--- config.mk ---
export PLATFORM = sky130hd
export DESIGN_NAME = div16_8_seq_flat
export DESIGN_NICKNAME = d
export VERILOG_FILES = /design/src/rtl/div16_8_seq_if.sv /design/src/rtl/div16_8_seq.sv /design/src/flat_wrapper.sv
export SDC_FILE = /design/constraint.sdc
export NUM_CORES = 1
export LEC_CHECK = 0
export BUFFER_PORTS_ARGS = -buffer_cell sky130_fd_sc_hd__buf_2
export CORE_UTILIZATION = 52
export CTS_CLUSTER_DIAMETER = 60
export DETAILED_ROUTE_END_ITERATION = 16
export GPL_ROUTABILITY_DRIVEN = 0
export GPL_TIMING_DRIVEN = 0
export PLACE_DENSITY = 0.85
export SYNTH_ARGS = -nofsm -noshare
export SYNTH_HDL_FRONTEND = slang
export SYNTH_SLANG_ARGS = --single-unit
--- constraint.sdc ---
create_clock -name clk -period 2.4 [get_ports clk]
set_clock_uncertainty 0.05 [all_clocks]
set_input_delay 0.12 -clock clk [delete_from_list [all_inputs] [get_ports clk]]
set_output_delay 0.12 -clock clk [all_outputs]
set_load 0.01 [all_outputs]
--- src/rtl/div16_8_seq_if.sv ---
// Operand/result handshake bundle for the sequential divider.
// master drives operands and result acceptance; slave is the divider.
interface div16_8_seq_if #(
  parameter int WIDTH = 8
);
  logic               in_valid;
  logic               in_ready;
  logic [2*WIDTH-1:0] P;
  logic [WIDTH-1:0]   B;
  logic               out_valid;
  logic               out_ready;
  logic [WIDTH-1:0]   Q;
  logic [WIDTH-1:0]   R;
  logic               ovf;
  logic               dbz;

  modport master (
    output in_valid,
    output P,
    output B,
    output out_ready,
    input  in_ready,
    input  out_valid,
    input  Q,
    input  R,
    input  ovf,
    input  dbz
  );

  modport slave (
    input  in_valid,
    input  P,
    input  B,
    input  out_ready,
    output in_ready,
    output out_valid,
    output Q,
    output R,
    output ovf,
    output dbz
  );
endinterface

--- src/rtl/div16_8_seq.sv ---
// Restoring divider, 2W/W bits, one quotient bit per cycle.
// Define DIV_ROUND_EN for round-half-up quotients.
module div16_8_seq #(
  parameter int WIDTH = 8
) (
  input logic          clk,
  input logic          rst_n,
  div16_8_seq_if.slave bus
);
  localparam int CW = (WIDTH > 1) ? $clog2(WIDTH) : 1;

  typedef enum logic [1:0] {
    IDLE,
    CALC,
    DONE
  } state_t;

  state_t           state;
  logic [WIDTH-1:0] rem;
  logic [WIDTH-1:0] dvd;
  logic [WIDTH-1:0] quo;
  logic [WIDTH-1:0] div;
  logic [WIDTH-1:0] q_r;
  logic [WIDTH-1:0] r_r;
  logic             ovf_r;
  logic             dbz_r;
  logic [CW-1:0]    cnt;

  logic [WIDTH:0]   t;
  logic             ge;
  logic [WIDTH-1:0] rem_nx;
  logic [WIDTH-1:0] quo_nx;
`ifdef DIV_ROUND_EN
  logic             rnd;
`endif

  // rem < div always holds, so the W-bit subtract cannot wrap
  always_comb begin
    t      = {rem, dvd[WIDTH-1]};
    ge     = (t >= {1'b0, div});
    rem_nx = ge ? (t[WIDTH-1:0] - div) : t[WIDTH-1:0];
    quo_nx = {quo[WIDTH-2:0], ge};
`ifdef DIV_ROUND_EN
    rnd    = ({rem_nx, 1'b0} >= {1'b0, div});
`endif
  end

  assign bus.in_ready  = (state == IDLE);
  assign bus.out_valid = (state == DONE);
  assign bus.Q         = q_r;
  assign bus.R         = r_r;
  assign bus.ovf       = ovf_r;
  assign bus.dbz       = dbz_r;

  always_ff @(posedge clk or negedge rst_n) begin
    if (!rst_n) begin
      state <= IDLE;
      rem   <= '0;
      dvd   <= '0;
      quo   <= '0;
      div   <= '0;
      q_r   <= '0;
      r_r   <= '0;
      ovf_r <= 1'b0;
      dbz_r <= 1'b0;
      cnt   <= '0;
    end else begin
      unique case (state)
        IDLE: begin
          if (bus.in_valid) begin
            div <= bus.B;
            if (bus.B == '0) begin
              dbz_r <= 1'b1;
              ovf_r <= 1'b0;
              q_r   <= '1;
              r_r   <= bus.P[WIDTH-1:0];
              state <= DONE;
            end else if (bus.P[2*WIDTH-1:WIDTH] >= bus.B) begin
              ovf_r <= 1'b1;
              dbz_r <= 1'b0;
              q_r   <= '1;
              r_r   <= '0;
              state <= DONE;
            end else begin
              ovf_r <= 1'b0;
              dbz_r <= 1'b0;
              rem   <= bus.P[2*WIDTH-1:WIDTH];
              dvd   <= bus.P[WIDTH-1:0];
              quo   <= '0;
              cnt   <= CW'(WIDTH - 1);
              state <= CALC;
            end
          end
        end
        CALC: begin
          rem <= rem_nx;
          quo <= quo_nx;
          dvd <= {dvd[WIDTH-2:0], 1'b0};
          cnt <= cnt - 1'b1;
          if (cnt == '0) begin
            state <= DONE;
            r_r   <= rem_nx;
`ifdef DIV_ROUND_EN
            if (rnd && (&quo_nx)) begin
              q_r   <= quo_nx;
              ovf_r <= 1'b1;
            end else if (rnd) begin
              q_r <= quo_nx + 1'b1;
            end else begin
              q_r <= quo_nx;
            end
`else
            q_r <= quo_nx;
`endif
          end
        end
        DONE: begin
          if (bus.out_ready) state <= IDLE;
        end
        default: state <= IDLE;
      endcase
    end
  end
endmodule

--- src/flat_wrapper.sv ---
// flat-port wrapper written by rule: the top's interface ports become plain ports
module div16_8_seq_flat 
#(
  parameter int WIDTH = 8
)
  (clk, rst_n, bus_in_valid, bus_P, bus_B, bus_out_ready, bus_in_ready, bus_out_valid, bus_Q, bus_R, bus_ovf, bus_dbz);
  div16_8_seq_if #(.WIDTH(WIDTH)) bus_i ();
  input logic clk;
  input logic rst_n;
  input wire logic [$bits(bus_i.in_valid)-1:0] bus_in_valid;
  input wire logic [$bits(bus_i.P)-1:0] bus_P;
  input wire logic [$bits(bus_i.B)-1:0] bus_B;
  input wire logic [$bits(bus_i.out_ready)-1:0] bus_out_ready;
  output wire logic [$bits(bus_i.in_ready)-1:0] bus_in_ready;
  output wire logic [$bits(bus_i.out_valid)-1:0] bus_out_valid;
  output wire logic [$bits(bus_i.Q)-1:0] bus_Q;
  output wire logic [$bits(bus_i.R)-1:0] bus_R;
  output wire logic [$bits(bus_i.ovf)-1:0] bus_ovf;
  output wire logic [$bits(bus_i.dbz)-1:0] bus_dbz;
  assign bus_i.in_valid = bus_in_valid;
  assign bus_i.P = bus_P;
  assign bus_i.B = bus_B;
  assign bus_i.out_ready = bus_out_ready;
  assign bus_in_ready = bus_i.in_ready;
  assign bus_out_valid = bus_i.out_valid;
  assign bus_Q = bus_i.Q;
  assign bus_R = bus_i.R;
  assign bus_ovf = bus_i.ovf;
  assign bus_dbz = bus_i.dbz;
  div16_8_seq #(.WIDTH(WIDTH)) u_core (.clk(clk), .rst_n(rst_n), .bus(bus_i));
endmodule
==> out/metrics.cfg, run 1 <==
[outcome]
outcome=complete, no violations

[placed_design]
dp_hpwl_um=5970
port_buffers=47

[timing]
holdWs_ns=0.0191
finalCriticalPeriod_ns=2.36
tightest_slew_ns=0.581
slew_headroom_pct=61.3
period_share_pct=98.2
hold_viol=0
fmax_mhz=424
slew_viol_final=0
setup_violations=0

[yosys]
synth-seq-cells=54
synth_nets=382
synthCells=335
ys_seq_area_share_pct=42.3
yosysTopAreaCellShare_pct=42.3
yosys.area.top_type=dfrtp_1
synth_area_leaders=dfrtp_1 (42%), ha_1 (7.0%), mux2i_1 (6.3%), nand2_1 (4.1%), o21ai_0 (4.1%)
yosysMostFrequentCell=dfrtp_1
synth_edf_count=0
syn-cell-area_um2=3200
synth_cell_type_count=55
syn_avg_cell_area_um2=9.55
yosys-top-cells-count=dfrtp_1 (54), nand2_1 (35), inv_1 (30), o21ai_0 (26), mux2i_1 (20)
synth_ff_type=dfrtp_1
async_flop_share_pct=100
yosys_warnings=0

[detailed_routing]
routed_wl_um=8180
ant_nets=0
routed-wl-met3_um=397
drt_iter0_markers=222
drt-pass1-iter-count=4
viasPerCell=6.12
wl_met2_um=4060
route.detailed.drc=0
wire_per_inst_um=17.2
maxUsedRoutingLayer=met4
met1_length_um=3510
num_vias=2906

[die]
die_y_um=80.4
die_w_um=80.4
die-area_um2=6470
floorplan.rows=28
core_um2=5920
io_pins=48
initial_core_util_pct=54.0

[cells_and_area]
drive_above_1_share_pct=23.5
diodes=0
seq_area_um2=1350
num-nets-final=446
multi_input_area_um2=1740
fillers=460
area_growth_syn_to_layout_pct=19.7

[critical_path]
path_max_fanout=9
worstPathCellList=inv_2 > ha_4 > a21o_4 > a211o_4 > or3_1 > a32o_1 > mux2_4
path_class=register to register
start_kind=register
max_stage_delay_ns=0.40
critPathCaptureType=register
arrival_ns=2.52
crit_slowest_cell=dfrtp_1
critPathRequiredTime_ns=2.56

[clock_tree]
clockBufferDepth=2
cts_tree=done
cts_buffers=5
cts_root_buf=clkbuf_8
cts_sinks=54
clock_latency_ns=0.32
clk_pin_slew_ns=0.11
cts-htree-levels=2

[global_route]
antenna_found_initial=0
grt_pass1_wl_um=13100
gr-usage-all-layers_pct=27.0
grt_pass1_vias=2765
grt_max_degree=55
grt_overflow=0

[pwr]
power_mw=5.84
p_leak_nw=1.77
powerDensity_nw_per_um2=1530
ir_worst_vdd_v=0.000779

[job]
maxCapViolCount=0

[hold_path]
hold_path_class=primary input to register

## area by class of cell
type	instances	share of cell area, %
Timing Repair Buffer	57	8.56
Sequential cell	54	35.3
Clock inverter	3	1.24
Multi-Input combinational cell	235	45.5
Buffer	16	2.25
Inverter	30	2.94
Tap cell	75	2.45
Clock buffer	5	1.80
## cells by family after synthesis
| kind of cell | share of synthesized area (%) |
|---|---|
| muxes | 8.61 |
| DFF | 42.3 |
| and+or+nand+nor | 13.3 |
| xor gates and xnor gates | 0.274 |
| buffers and inverters | 6.22 |
| AOI/OAI and AO/OA | 21.6 |
| adders and majority gates | 7.67 |
## flip-flops by register name, summed over array words and instances (netlist names)
| signal | count |
|---|---|
| u_core.bus.Q | 8 |
| u_core.bus.R | 8 |
| u_core.bus.dbz | 1 |
| u_core.bus.ovf | 1 |
| u_core.cnt | 3 |
| u_core.div | 8 |
| u_core.dvd | 8 |
| u_core.quo | 7 |
| u_core.rem | 8 |
| u_core.state | 2 |
## per-layer routing
metal	track usage (%)	vias to the layer above
li1	-	1345
met1	35.2	1441
met2	44.6	103
met3	3.98	17
met4	11.1	0
met5	0	-
## power breakdown
part / switching [mW] / internal [mW] / total, mW
registers: 0.272 / 1.32 / 1.60
clock network: 0.329 / 0.317 / 0.645
logic: 2.05 / 1.55 / 3.60
total: 2.65 / 3.19 / 5.84
## worst paths after layout
kind,start,to,slack (ns),cells after the start
worst max-delay path,u_core.div[6]$_DFFE_PN0P_,u_core.bus.R[4]$_DFFE_PN0P_,0.04,7
worst min-delay path,bus_P[0],u_core.dvd[0]$_DFFE_PN0P_,0.02,3
worst max register to register,u_core.div[6]$_DFFE_PN0P_,u_core.bus.R[4]$_DFFE_PN0P_,0.04,7
worst min register to register,u_core.dvd[1]$_DFFE_PN0P_,u_core.dvd[2]$_DFFE_PN0P_,0.43,2
max in group asynchronous,rst_n,u_core.bus.ovf$_DFFE_PN0P_,1.59,3
min in group asynchronous,rst_n,u_core.rem[6]$_DFFE_PN0P_,0.17,2
## worst max-delay path: cells and delay by family, from the launching register on
family                   cells  cell delay (ns)
buffers and inverters        1             0.08
AND/OR/NAND/NOR              1             0.37
multiplexers                 1             0.26
AO/OA/AOI/OAI                3             0.87
adder cells (fa/ha/maj)      1             0.22
flip-flops                   1             0.40
## timing repair
item | 4_1_cts | 5_1_grt
setup endpoints to repair | 4 | 7
buffers inserted | 0 | 7
hold buffers | 1 | 1
hold endpoints to repair | 1 | 12
cloned | 0 | 0
resized for setup | 5 | 14
pin swaps | 1 | 4
## layout by cell type, fill, tap and decap left out, types with 3 or more instances in the layout
| master | instances |
|---|---|
| a32o_1 | 4 |
| clkbuf_1 | 10 |
| buf_2 | 50 |
| a211oi_1 | 3 |
| ha_2 | 4 |
| a21o_1 | 3 |
| ha_1 | 13 |
| buf_6 | 3 |
| and3_1 | 4 |
| o211ai_1 | 3 |
| nor2_1 | 9 |
| buf_4 | 7 |
| nand3_1 | 9 |
| mux2i_1 | 20 |
| inv_1 | 29 |
| o21ai_0 | 26 |
| o22ai_1 | 8 |
| dfrtp_1 | 54 |
| clkbuf_8 | 5 |
| a31oi_1 | 18 |
| a21oi_1 | 13 |
| nand2b_1 | 6 |
| or3_1 | 3 |
| nand2_1 | 35 |
| nor2b_1 | 3 |
## per-stage QoR
| stage | setup WS [ns] | setup TNS (ns) | area, um^2 | utilization, % | cells |
|---|---|---|---|---|---|
| finish | 0.0430 | 0 | 3830 | 64.7 | 475 |
| detailed placement | -0.115 | -0.901 | 3530 | 59.6 | 457 |
| CTS | 0.00458 | 0 | 3690 | 62.3 | 466 |
| global placement | -0.0740 | -0.279 | 3530 | 59.6 | 457 |
| floorplan | 0.0941 | 0 | 3200 | - | 335 |
| global route | -0.000954 | -0.000954 | 3830 | 64.7 | 475 |
Power figures use the tool's default switching activity.
==> run 2, diff against run 1 <==
Settings changed: CELL_PAD_IN_SITES_DETAIL_PLACEMENT set to 1, CELL_PAD_IN_SITES_GLOBAL_PLACEMENT set to 2, CORE_UTILIZATION 52 to 32, PLACE_DENSITY 0.85 to 0.84.
==> out/metrics.cfg, run 2 (synthesized netlist as in run 1, its figures left out) <==
[placed_design]
place_ws_ns=-0.234
dp.cells=515
port_buffers=47
dp_hpwl_um=7050

[detailed_routing]
drt-pass1-iter-count=10
ant_nets=0
routed_wl_um=9470
drt_iter0_markers=124
num_vias=2780
viasPerCell=5.24
wire_per_inst_um=17.8
route.detailed.drc=1

[pwr]
switching_share_pct=46.0
p_seq_share_pct=26.5
clockPowerShare_pct=11.0
p_int_mw=3.28
p_leak_nw=1.77
switchingPower_mw=2.79
ir_worst_vdd_v=0.000512
powerDensity_nw_per_um2=1550
combPwrFrac_pct=62.5

[timing]
setup_ws_ns=0.0562
tightest_slew_ns=0.732
slew_headroom_pct=51.2
hold_viol=0
holdWs_ns=0.00923
period_share_pct=97.7
rsz0062_at_grt=yes
slew_viol_final=0
fmax_mhz=427
finalCriticalPeriod_ns=2.34
setup_violations=0

[hold_path]
hold_depth=2
holdCritStartpoint=bus_B[0]
hold_path_end=u_core.div[0]$_DFFE_PN0P_
hold_path_class=primary input to register

[critical_path]
path_max_fanout=9
r2r_slack_ns=0.06
critPathCaptureType=register
critPathRequiredTime_ns=2.57
crit_path_start=u_core.div[6]$_DFFE_PN0P_
ff2ff_path_depth=7
arrival_ns=2.51
start_kind=register
reg2reg_to=u_core.bus.R[4]$_DFFE_PN0P_
reg2reg_from=u_core.div[6]$_DFFE_PN0P_
path_class=register to register

[global_route]
antenna_found_initial=0
grt_overflow=0
gr-usage-all-layers_pct=19.2
grt_pass1_wl_um=15300
grt_max_degree=55
grt_pass1_vias=2827

[clock_tree]
clockBufferDepth=2
cts-htree-levels=2
cts_buffers=5
clock_latency_ns=0.33
clk_pin_slew_ns=0.12
cts_sinks=54
cts_tree=done
cts_root_buf=clkbuf_8

[cells_and_area]
fillers=1168
drive_above_1_share_pct=25.4
diodes=0
num-nets-final=444
layout.cells.non_filler=531
multi_input_area_um2=1790
area_growth_syn_to_layout_pct=22.7
layout.cells.most_common=dfrtp_1
layout_common_cells=dfrtp_1 (54), buf_2 (49), nand2_1 (34)
seq_area_um2=1350

[job]
maxCapViolCount=0

[die]
core_um2=9730
initial_core_util_pct=32.9
floorplan.rows=36
die_w_um=102
die_y_um=102
die-area_um2=10400
io_pins=48

[outcome]
violations=design-rule violations
outcome=complete, but fails checks

==> run 2: cell type report <==
cell class	instances	area share (%)
multi-input cells	235	45.6
flip-flops and latches	54	34.4
repair buffers	55	7.66
well taps	133	4.24
inverters	30	2.87
plain buffers	16	2.23
clock buffers	5	1.75
clock inverters	3	1.21
==> run 2: worst max path at each step <==
| stage | to | depth (start not counted) |
|---|---|---|
| after floorplan | u_core.bus.R[3]$_DFFE_PN0P_ | 6 |
| after global placement | u_core.dvd[0]$_DFFE_PN0P_ | 10 |
| after detailed placement | u_core.dvd[0]$_DFFE_PN0P_ | 10 |
| after CTS | u_core.bus.R[4]$_DFFE_PN0P_ | 6 |
| after global routing | u_core.bus.R[3]$_DFFE_PN0P_ | 7 |
| final | u_core.bus.R[4]$_DFFE_PN0P_ | 7 |
==> run 2: what timing repair did <==
item,in CTS,in global routing
hold buffers,0,1
endpoints found under the setup margin,8,9
hold endpoints to repair,0,54
pin swaps,1,5
resized for setup,10,20
buffers inserted,3,4
==> run 2: stage by stage <==
step | total power [mW] | cell area (um^2) | TNS (ns) | utilization, %
after floorplan | 3.89 | 3200 | 0 | -
after global placement | 4.73 | 3600 | -1.32 | 37.0
after detailed placement | 4.87 | 3600 | -3.31 | 37.0
after CTS | 5.77 | 3800 | 0 | 39.1
after global routing | 6.57 | 3920 | -0.0176 | 40.3
final | 6.07 | 3920 | 0 | 40.3
==> run 2: layer usage <==
metal | global-route usage, % | part of all wire [%]
met1 | 25.8 | 46
met3 | 2.53 | 1.7
met5 | 0 | 0
met2 | 33.5 | 51
met4 | 3.30 | 0.59
==> run 2: power by group through the flow <==
stage               clock, mW  sequential [mW]  combinational (mW)
floorplan                   0             1.60                2.29
global placement            0             1.60                3.13
detailed placement          0             1.62                3.24
CTS                     0.679             1.61                3.48
global route            0.716             1.65                4.20
finish                  0.669             1.61                3.80
==> run 2: worst max-delay path, stage by stage (launching register included) <==
cell and delay, ns:
dfrtp_1 0.40, inv_2 0.07, ha_4 0.22, a21o_4 0.23, a211o_4 0.35, or3_4 0.38, a32o_1 0.27, mux2_4 0.25
==> run 3, diff against run 2 <==
Settings changed: PLACE_DENSITY 0.84 to 0.81.
==> out/metrics.cfg, run 3 (synthesized netlist as in run 1, its figures left out) <==
[cells_and_area]
layout_common_cells=dfrtp_1 (54), buf_2 (49), nand2_1 (34)
diodes=0
num-nets-final=445
drive_above_1_share_pct=24.6
area_growth_syn_to_layout_pct=21.6
layout.cells.most_common=dfrtp_1
fillers=1169
post-route-util_pct=40.0

[critical_path]
r2r_slack_ns=0.03
arrival_ns=2.54
reg2reg_from=u_core.rem[1]$_DFFE_PN0P_
reg2reg_to=u_core.bus.R[3]$_DFFE_PN0P_
worstPathCellList=ha_1 > nor2_1 > a21oi_4 > o221a_4 > or3_1 > a32o_1 > mux2_4
path_class=register to register
max_stage_delay_ns=0.41
path_max_fanout=8
critPathCaptureType=register
start_kind=register
ff2ff_path_depth=7
critPathRequiredTime_ns=2.57
crit_slowest_cell=dfrtp_1

[outcome]
outcome=complete, no violations

[timing]
fmax_mhz=422
finalCriticalPeriod_ns=2.37
tightest_slew_ns=0.718
slew_viol_final=0
setup_violations=0
slew_headroom_pct=52.1
period_share_pct=98.8
hold_viol=0
setup_ws_ns=0.0294

[global_route]
gr-usage-all-layers_pct=19.4
grt_overflow=0
grt_pass1_vias=2877
antenna_found_initial=0
grt_pass1_wl_um=15400
grt_max_degree=55

[hold_path]
hold_path_end=u_core.state[1]$_DFFE_PN0P_
hold_path_class=primary input to register
holdCritStartpoint=bus_out_ready
hold_depth=3

[placed_design]
port_buffers=47
dp_hpwl_um=7060
place_ws_ns=-0.180

[die]
initial_core_util_pct=32.9
core_um2=9730
die_w_um=102
die-area_um2=10400
io_pins=48
floorplan.rows=36
die_y_um=102

[detailed_routing]
route.detailed.drc=0
ant_nets=0
drt-pass1-iter-count=4
wire_per_inst_um=18.0
routed_wl_um=9590
drt_iter0_markers=95
viasPerCell=5.28
num_vias=2810

[clock_tree]
cts_sinks=54
cts_buffers=5
clk_pin_slew_ns=0.11
clock_latency_ns=0.32
clockBufferDepth=2
cts_tree=done
cts_root_buf=clkbuf_8
cts-htree-levels=2

[job]
maxCapViolCount=0

[pwr]
ir_worst_vdd_v=0.000512
powerDensity_nw_per_um2=1530
p_leak_nw=1.76

==> run 3: worst max path at each step <==
stage | start | to | slack [ns]
finish | u_core.rem[1]$_DFFE_PN0P_ | u_core.bus.R[3]$_DFFE_PN0P_ | 0.03
global route | u_core.div[2]$_DFFE_PN0P_ | u_core.bus.R[3]$_DFFE_PN0P_ | -0.06
CTS | u_core.div[6]$_DFFE_PN0P_ | u_core.bus.R[3]$_DFFE_PN0P_ | 0.007
detailed placement | bus_B[6] | u_core.dvd[0]$_DFFE_PN0P_ | -0.18
global placement | bus_B[6] | u_core.dvd[0]$_DFFE_PN0P_ | -0.15
floorplan | u_core.rem[5]$_DFFE_PN0P_ | u_core.bus.R[3]$_DFFE_PN0P_ | 0.09
==> run 3: final cells by class <==
type	instances	area [um^2]	area share, %
Tap cell	133	166	4.28
Multi-Input combinational cell	235	1770	45.4
Clock buffer	6	82.6	2.12
Clock inverter	2	16.3	0.418
Buffer	16	87.6	2.25
Inverter	30	113	2.89
Timing Repair Buffer	56	308	7.91
Sequential cell	54	1350	34.7
==> run 3: metrics by stage <==
stage               instance area, um^2  TNS [ns]  std cells  hold slack (ns)  power (mW)
floorplan                          3200         0        335           -0.226        3.89
global placement                   3600     -1.58        515            0.345        4.74
detailed placement                 3600     -2.71        515            0.340        4.85
CTS                                3750         0        526          0.00955        5.59
global route                       3890    -0.116        532           0.0310        6.46
finish                             3890         0        532           0.0130        5.93
==> run 3: where the power goes <==
| group | leakage, nW | internal (mW) | total, mW | switching [mW] |
|---|---|---|---|---|
| Sequential | 0.652 | 1.32 | 1.60 | 0.279 |
| Combinational | 1.06 | 1.60 | 3.75 | 2.15 |
| Clock | 0.0478 | 0.239 | 0.580 | 0.341 |
| Total | 1.76 | 3.16 | 5.93 | 2.77 |
==> run 3: what timing repair did <==
action | CTS | global route
setup endpoints to repair | 8 | 9
resized for setup | 6 | 17
hold buffers | 0 | 1
buffers inserted | 3 | 5
hold endpoints to repair | 0 | 54
pin swaps | 1 | 4
==> run 3: critical path: cells and delay by family, from the launching register on <==
| kind | cells | cell delay, ns |
|---|---|---|
| AO/OA/AOI/OAI | 3 | 0.62 |
| AND/OR/NAND/NOR | 2 | 0.58 |
| flip-flops | 1 | 0.41 |
| adder cells (fa/ha/maj) | 1 | 0.35 |
| multiplexers | 1 | 0.25 |
==> run 3: routing by layer <==
layer  vias to the layer above  global-route usage [%]  share of wire, %
li1                       1342                       -                 -
met1                      1419                    25.3                45
met2                        34                    33.5                51
met3                        15                    2.53               2.1
met4                         0                    6.04               1.7
met5                         -                       0                 0
